--- src/rtl/alu_op_sequencer_if.sv ---
// Command/result bundle for alu_op_sequencer: command handshake in, result/status handshake out.
// Sticky status signals exist only when ALU_SEQ_STICKY_EN is defined.
interface alu_op_sequencer_if #(
  parameter int m = 4,
  parameter int n = 2
);
  logic         i_valid;
  logic         o_ready;
  logic [n-1:0] i_op;
  logic [m-1:0] i_argA;
  logic [m-1:0] i_argB;
  logic         o_valid;
  logic         i_ready;
  logic [m-1:0] o_result;
  logic [3:0]   o_status;
`ifdef ALU_SEQ_STICKY_EN
  logic [3:0]   o_sticky;
  logic         i_sticky_clr;

  modport master (
    output i_valid, i_op, i_argA, i_argB, i_ready, i_sticky_clr,
    input  o_ready, o_valid, o_result, o_status, o_sticky
  );
  modport slave (
    input  i_valid, i_op, i_argA, i_argB, i_ready, i_sticky_clr,
    output o_ready, o_valid, o_result, o_status, o_sticky
  );
`else
  modport master (
    output i_valid, i_op, i_argA, i_argB, i_ready,
    input  o_ready, o_valid, o_result, o_status
  );
  modport slave (
    input  i_valid, i_op, i_argA, i_argB, i_ready,
    output o_ready, o_valid, o_result, o_status
  );
`endif
endinterface

--- src/rtl/alu_op_sequencer.sv ---
// Single-issue sequencer for sub / less-than / clear-bit / ZM->U2 on sign-magnitude operands.
// Latency: accept at edge k, o_valid high after edge k+2; no command accepted until the result is taken.
// Backpressure: result/status held stable while o_valid & !i_ready. Optional ALU_SEQ_STICKY_EN adds o_sticky.
module alu_op_sequencer #(
  parameter int m = 4,
  parameter int n = 2
) (
  input  logic                 i_clk,
  input  logic                 i_rst_n,
  alu_op_sequencer_if.slave    bus
);

  typedef enum logic [1:0] {IDLE, EXEC, DONE} state_t;

  localparam logic [n-1:0] op_sub = n'(0);
  localparam logic [n-1:0] op_lt  = n'(1);
  localparam logic [n-1:0] op_clr = n'(2);
  localparam logic [n-1:0] op_cvt = n'(3);
  localparam logic [m-1:0] one_m  = m'(1);
  localparam logic [m-1:0] m_lim  = m'(m);

  state_t       state_q, state_d;
  logic [n-1:0] op_q;
  logic [m-1:0] a_q, b_q;
  logic         rdy_q, vld_q;
  logic [m-1:0] res_q;
  logic [3:0]   sts_q;
  logic         accept, hsk;

  assign accept = (state_q == IDLE) && bus.i_valid && rdy_q;
  assign hsk    = vld_q && bus.i_ready;

  always_comb begin
    state_d = state_q;
    case (state_q)
      IDLE:    if (accept) state_d = EXEC;
      EXEC:    state_d = DONE;
      DONE:    if (hsk) state_d = IDLE;
      default: state_d = IDLE;
    endcase
  end

  // Operand decomposition shared by all units
  logic         sa, sb;
  logic [m-2:0] ma, mb;
  logic [m-1:0] msum, ua, ub;

  assign sa   = a_q[m-1];
  assign sb   = b_q[m-1];
  assign ma   = a_q[m-2:0];
  assign mb   = b_q[m-2:0];
  assign msum = {1'b0, ma} + {1'b0, mb};
  assign ua   = sa ? (~{1'b0, ma} + one_m) : {1'b0, ma};
  assign ub   = sb ? (~{1'b0, mb} + one_m) : {1'b0, mb};

  logic [m-1:0] res;
  logic [3:0]   sts;
  logic         err;

  always_comb begin
    res = '0;
    err = 1'b0;
    case (op_q)
      op_sub: begin
        // Opposite signs add magnitudes; same signs subtract, zero comes out positive
        if (sa != sb) begin
          if (msum[m-1]) err = 1'b1;
          else           res = {sa, msum[m-2:0]};
        end else if (ma >= mb) begin
          res = {sa & (ma != mb), ma - mb};
        end else begin
          res = {~sa, mb - ma};
        end
      end
      op_lt:  res = {{(m-1){1'b0}}, ($signed(ua) < $signed(ub))};
      op_clr: begin
        if (b_q[m-1] || (b_q >= m_lim)) err = 1'b1;
        else                            res = a_q & ~(one_m << b_q);
      end
      op_cvt: begin
        if (sa && (ma == '0)) err = 1'b1;
        else                  res = ua;
      end
      default: err = 1'b1;
    endcase
    if (err) res = '0;
    sts = err ? 4'b0001
              : {&res, ~^res, res[m-1], (op_q == op_lt) && (res == '0)};
  end

  always_ff @(posedge i_clk or negedge i_rst_n) begin
    if (!i_rst_n) begin
      state_q <= IDLE;
      rdy_q   <= 1'b0;
      vld_q   <= 1'b0;
      op_q    <= '0;
      a_q     <= '0;
      b_q     <= '0;
      res_q   <= '0;
      sts_q   <= '0;
    end else begin
      state_q <= state_d;
      rdy_q   <= (state_d == IDLE);
      if (accept) begin
        op_q <= bus.i_op;
        a_q  <= bus.i_argA;
        b_q  <= bus.i_argB;
      end
      if (state_q == EXEC) begin
        res_q <= res;
        sts_q <= sts;
      end
      if (hsk)                    vld_q <= 1'b0;
      else if (state_q == DONE)   vld_q <= 1'b1;
    end
  end

  assign bus.o_ready  = rdy_q;
  assign bus.o_valid  = vld_q;
  assign bus.o_result = res_q;
  assign bus.o_status = sts_q;

`ifdef ALU_SEQ_STICKY_EN
  logic [3:0] sticky_q;

  always_ff @(posedge i_clk or negedge i_rst_n) begin
    if (!i_rst_n)              sticky_q <= '0;
    else if (bus.i_sticky_clr) sticky_q <= '0;
    else if (hsk)              sticky_q <= sticky_q | sts_q;
  end

  assign bus.o_sticky = sticky_q;
`endif

endmodule

--- src/flat_wrapper.sv ---
// flat-port wrapper written by rule: the top's interface ports become plain ports
module alu_op_sequencer_flat 
#(
  parameter int m = 4,
  parameter int n = 2
)
  (i_clk, i_rst_n, bus_i_valid, bus_i_op, bus_i_argA, bus_i_argB, bus_i_ready, bus_o_ready, bus_o_valid, bus_o_result, bus_o_status);
  alu_op_sequencer_if #(.m(m), .n(n)) bus_i ();
  input  logic i_clk;
  input  logic i_rst_n;
  input wire logic [$bits(bus_i.i_valid)-1:0] bus_i_valid;
  input wire logic [$bits(bus_i.i_op)-1:0] bus_i_op;
  input wire logic [$bits(bus_i.i_argA)-1:0] bus_i_argA;
  input wire logic [$bits(bus_i.i_argB)-1:0] bus_i_argB;
  input wire logic [$bits(bus_i.i_ready)-1:0] bus_i_ready;
  output wire logic [$bits(bus_i.o_ready)-1:0] bus_o_ready;
  output wire logic [$bits(bus_i.o_valid)-1:0] bus_o_valid;
  output wire logic [$bits(bus_i.o_result)-1:0] bus_o_result;
  output wire logic [$bits(bus_i.o_status)-1:0] bus_o_status;
  assign bus_i.i_valid = bus_i_valid;
  assign bus_i.i_op = bus_i_op;
  assign bus_i.i_argA = bus_i_argA;
  assign bus_i.i_argB = bus_i_argB;
  assign bus_i.i_ready = bus_i_ready;
  assign bus_o_ready = bus_i.o_ready;
  assign bus_o_valid = bus_i.o_valid;
  assign bus_o_result = bus_i.o_result;
  assign bus_o_status = bus_i.o_status;
  alu_op_sequencer #(.m(m), .n(n)) u_core (.i_clk(i_clk), .i_rst_n(i_rst_n), .bus(bus_i));
endmodule
--- config.mk ---
export PLATFORM = sky130hd
export DESIGN_NAME = alu_op_sequencer_flat
export DESIGN_NICKNAME = d
export VERILOG_FILES = /design/src/rtl/alu_op_sequencer_if.sv /design/src/rtl/alu_op_sequencer.sv /design/src/flat_wrapper.sv
export SDC_FILE = /design/constraint.sdc
export NUM_CORES = 1
export LEC_CHECK = 0
export CORE_UTILIZATION = 57
export CTS_BUF_LIST = sky130_fd_sc_hd__clkbuf_4
export DETAILED_ROUTE_END_ITERATION = 10
export PLACE_DENSITY = 0.87
export REMOVE_ABC_BUFFERS = 1
export SLEW_MARGIN = 40
export SYNTH_ARGS = -nofsm -noshare
export SYNTH_HDL_FRONTEND = slang
export SYNTH_SLANG_ARGS = --single-unit
--- constraint.sdc ---
create_clock -name i_clk -period 3.76 [get_ports i_clk]
set_input_delay 0.376 -clock i_clk [delete_from_list [all_inputs] [get_ports i_clk]]
set_output_delay 0.376 -clock i_clk [all_outputs]
set_load 0.02 [all_outputs]
# [Yosys cells after proc, flatten, opt, wreduce, memory -nomap -nowiden]
# Index checks and enable logic that the tools add are counted.
[totals] register_bits=22 input_bits=14 out_inout_bits=10 word_cells=64
[classes] n_addsub=5 n_lt_le_gt_ge=3 n_eq_ne=7 shift=1 n_mux=20 n_bitwise=6 n_reduce_logical=14
[ops] operator="two-way mux 4 bit" n=9
[ops] operator="one-hot mux 4 bit (4 select lines)" n=1
[ops] operator="adder 4 x 1 -> 4 bit, second input constant" n=2
[ops] operator="inverter 3 -> 4 bit" n=2
[ops] operator="== test 2 bit, second input constant" n=3
[ops] operator="logical NOT 2 bit" n=3
[ops] operator="two-way mux 1 bit" n=6
[ops] operator="one-hot mux 2 bit (3 select lines)" n=1
[ops] operator="subtractor 3 bit" n=2
[ops] operator="logical AND 1 bit" n=5
[ops] operator="adder 3 x 3 -> 4 bit" n=1
[ops] operator="bitwise AND 4 bit" n=1
[ops] operator="== test 2 x 1 -> 1 bit, second input constant" n=2
[ops] operator=">= comparator 4 x 3 -> 1 bit, second input constant" n=1
[ops] operator="logical NOT 4 bit" n=1
[ops] operator="less-than comparator 4 bit" n=1
[ops] operator="two-way mux 2 bit" n=2
[ops] operator="inverter 4 bit" n=1
[ops] operator="AND reduction 4 bit" n=1
[ops] operator="XNOR reduction 4 bit" n=1
[ops] operator="left shift 1 x 4 -> 4 bit, first input constant" n=1
[ops] operator=">= comparator 3 bit" n=1
[ops] operator="logical NOT 3 bit" n=1
[ops] operator="!= test 3 bit" n=1
[ops] operator="6 further kinds" n=6

# [Logic depth before layout (Yosys ltp)]
[depth] depth_word=9 depth_mapped=13 ltp_nobuf=13

# [Least setup slack after synthesis]
# Ideal clock, no wire load.
[synth_timing] path_type="flip-flop to flip-flop" start="reg u_core.a_q[1]" end="reg u_core.sts_q[2] (netlist: u_core.bus.o_status[2])" setup_time_ns=0.094 arrival_ns=2.656 t_required_ns=3.666 slack_ns=1.010 stages_incl_launch_ff=12 n_path_buf=0 synth_period_minus_slack_ns=2.750 path_cell_list="dfrtp_1 > inv_1 > ha_1 > ha_1 > mux2_2 > ha_1 > o21ai_0 > a221o_1 > o21ai_2 > ha_1 > xor2_1 > a211oi_1"
[synth_between] elab_chain_cells=8 word_cells_on_any_way=26 classes_between="4 x add/sub; 2 x order compare; 1 x eq/ne; 13 x mux; 3 x bitwise; 3 x reduce/logical"
[synth_lines] item="start: declaration" line="alu_op_sequencer.sv:24" source="logic [m-1:0] a_q, b_q;"
[synth_lines] item="start signal: assignment" line="alu_op_sequencer.sv:106" source="a_q <= bus.i_argA;"
[synth_lines] item="inverter 3 -> 4 bit or != test 3 bit (tied branches)" line="alu_op_sequencer.sv:53, alu_op_sequencer.sv:70"
[synth_lines] item="adder 4 x 1 -> 4 bit or bitwise AND 1 bit (tied branches)" line="alu_op_sequencer.sv:53, alu_op_sequencer.sv:70"
[synth_lines] item="two-way mux 4 bit, on equally long branches" line="alu_op_sequencer.sv:53, alu_op_sequencer.sv:69"
[synth_lines] item="less-than comparator 4 bit, or another cell as far along" line="alu_op_sequencer.sv:75" source="op_lt: res = {{(m-1){1'b0}}, ($signed(ua) < $signed(ub))};"
[synth_lines] item="one-hot mux 4 bit (4 select lines)" line="alu_op_sequencer.sv:63" source="case (op_q)"
[synth_lines] item="two-way mux 4 bit" line="alu_op_sequencer.sv:86" source="if (err) res = '0;"
[synth_lines] item="XNOR reduction 4 bit" line="alu_op_sequencer.sv:88" source=": {&res, ~^res, res[m-1], (op_q == op_lt) && (res == '0)};"
[synth_lines] item="two-way mux 4 bit (*)" line="alu_op_sequencer.sv:87" source="sts = err ? 4'b0001"
[synth_lines] item="end signal: assignment" line="alu_op_sequencer.sv:111" source="sts_q <= sts;"
[synth_lines] item="end: declaration" line="alu_op_sequencer.sv:27" source="logic [3:0] sts_q;"
# Every way passes the cells marked *; elsewhere a longest branch is shown, timed or not.
# A chain may end at the register's enable or synchronous reset.

# [Worst setup path in the final report]
# Same ends and word-level chain as after synthesis.

==> metrics.csv <==
metric,value,unit
dr.pass1.iters,4,
crit_path_frequent_cell,ha_1,
vias_per_cell,6.25,
drt_iter0_markers,57,
crit_buf_inv,1,
dp_hpwl,3070,um
skew,1.79,ps
rows,19,
hp-class,input pin to asynchronous set/reset pin,
grt.total_usage,0.266,
drt.antenna.violating_nets,0,
clkTransAtPathRegs,110,ps
core,2780,um^2
finalMaxSlewViolations,0,
clockRootBuffer,clkbuf_4,
synth_area,1690,um^2
nets,238,
grt_max_degree,22,
cts_buffers,3,
ys_warn_count,0,
fin_crit_sh,0.813,
worstSetupPathDepth,11,
syn_to_final_growth,15.1,%
num_io_pins,24,
crit_family,adder cells,
setup_tns,0,ps
grt_pass1_wl,6620,um
drcViolationCount,0,
cts_tree,built,
drv_cap,0,
timing.fmax,0.327,GHz
post_cts_resized,0,
layout_common_cells,"clkdlybuf4s50_1, dfrtp_1, nand2_1",
cp-start-kind,flip-flop,
diodes,0,
die_h,56.5,um
synth_area_leaders,"dfrtp_1, ha_1, o21ai_0, nand2_1, fa_1",
cp_max_fo,8,
synth_cell_type_count,50,
synth-seq-cells,21,
timing.slew.headroom,0.588,
crit_chain,inv_1 -> ha_1 -> ha_1 -> mux2_2 -> ha_1 -> o21ai_0 -> a221o_1 -> o21ai_2 -> ha_1 -> xor2_1 -> a211oi_1,
synth_top_cell_by_area,dfrtp_1,
portBuffers,23,
clkLatencyLatePin,310,ps
end_kind,flip-flop,
path_class,flip-flop to flip-flop,
async_flop_share,1.00,
post-route-min-period,3060,ps
hold_buffers,0,
cpMaxStageDelayCell,dfrtp_1,
wirelength,3910,um
r2r_cells,11,
cp_slowest_stage_delay,550,ps
start_util,0.609,
seq_area_frac_synth,0.310,
worst-r2r-setup-slack,700,ps
die_x,56.5,um
final-setup-viol-count,0,
overflow,0,
cts_buffer_depth,2,
arrival,3290,ps
gp_congestion,0.984,
cts_sinks,21,
htree_num_levels,1,
final_common_cell,clkdlybuf4s50_1,
postCtsSetupRepairBufs,0,
fin_hold_ws,-3.26,ps
failed_checks,hold timing,
drive_above_1_share,0.103,
crit_required,3990,ps
wl_per_cell,16.7,um
syn_avg_cell_area,9.16,um^2
rsz0062_at_grt,false,
worstMarginPinSlew,616,ps
vias,1462,
antenna_found_initial,0,
syn_inst,185,
outcome,"complete, but fails checks",
timing.rr.end,u_core.bus.o_status[2],
die_area,3190,um^2
worstReg2RegStart,u_core.a_q[1],
hold_viol,14,
grt_pass1_vias,1474,
synth_edf_count,0,
synth_top_area_frac,0.310,
fillers,228,
synthFlopType,dfrtp_1,
-- synth_stat cells, drive strengths merged, types with 3 or more instances --
library cell  count
nor2             11
nand2b            9
mux2              3
buf               6
nand2            18
dfrtp            21
inv              15
fa                3
a31oi             3
a21oi             4
o21ai            17
nor2b             5
nor3              6
nand3             4
mux2i             3
ha               17
a211oi            3
clkbuf            3
-- cells by family (layout without fill, tap and decap cells) --
kind of cell | after synthesis | after routing | synth area share
and+or+nand+nor | 62 | 62 | 0.201
AOI/OAI and AO/OA | 48 | 48 | 0.208
buffers and inverters | 24 | 42 | 0.0620
DFF | 21 | 21 | 0.310
adders and majority gates | 20 | 20 | 0.161
muxes | 6 | 6 | 0.0377
xor gates and xnor gates | 4 | 4 | 0.0207
-- sequential cells by signal, summed over array words and instances (netlist names) --
name / count
u_core.bus.o_status: 3
u_core.op_q: 2
u_core.b_q: 4
u_core.bus.o_result: 4
u_core.bus.o_valid: 1
u_core.state_q: 2
u_core.a_q: 4
u_core.bus.o_ready: 1
-- metal layers --
metal / share of wire / global-route usage / up-vias
li1: - / - / 695
met1: 0.41 / 0.312 / 694
met2: 0.50 / 0.457 / 56
met3: 0.051 / 0.0645 / 17
met4: 0.036 / 0.118 / 0
met5: 0 / 0 / -
-- area by class of cell --
type                       count  area, um^2  share of cell area
clock buffer                   4        30.0              0.0154
tap                           31        38.8              0.0199
multi-input combinational    140        1070               0.551
sequential                    21         526               0.269
timing repair buffer          23         225               0.115
inverter                      15        56.3              0.0289
-- stage by stage --
step	worst slack [ps]	area (um^2)	cells	hold WS, ps	util
2_1_floorplan	1010	1650	176	80.4	-
3_3_place_gp	897	1920	230	467	0.690
3_5_place_dp	737	1920	230	350	0.691
4_1_cts	701	1950	234	5.50	0.701
5_1_grt	531	1950	234	25.0	0.701
6_report	702	1950	234	-3.26	0.701
-- worst max path at each step --
stage | from | end | slack (ps)
2_1_floorplan | u_core.a_q[1] | u_core.bus.o_status[2] | 1010
3_3_place_gp | u_core.a_q[1] | u_core.bus.o_status[2] | 900
3_5_place_dp | u_core.a_q[1] | u_core.bus.o_status[2] | 740
4_1_cts | u_core.a_q[1] | u_core.bus.o_status[2] | 700
5_1_grt | u_core.a_q[1] | u_core.bus.o_status[2] | 530
6_report | u_core.a_q[1] | u_core.bus.o_status[2] | 700
Power is not shown: default switching activity piles up to over one toggle a cycle in this logic, so the estimate is an artifact.
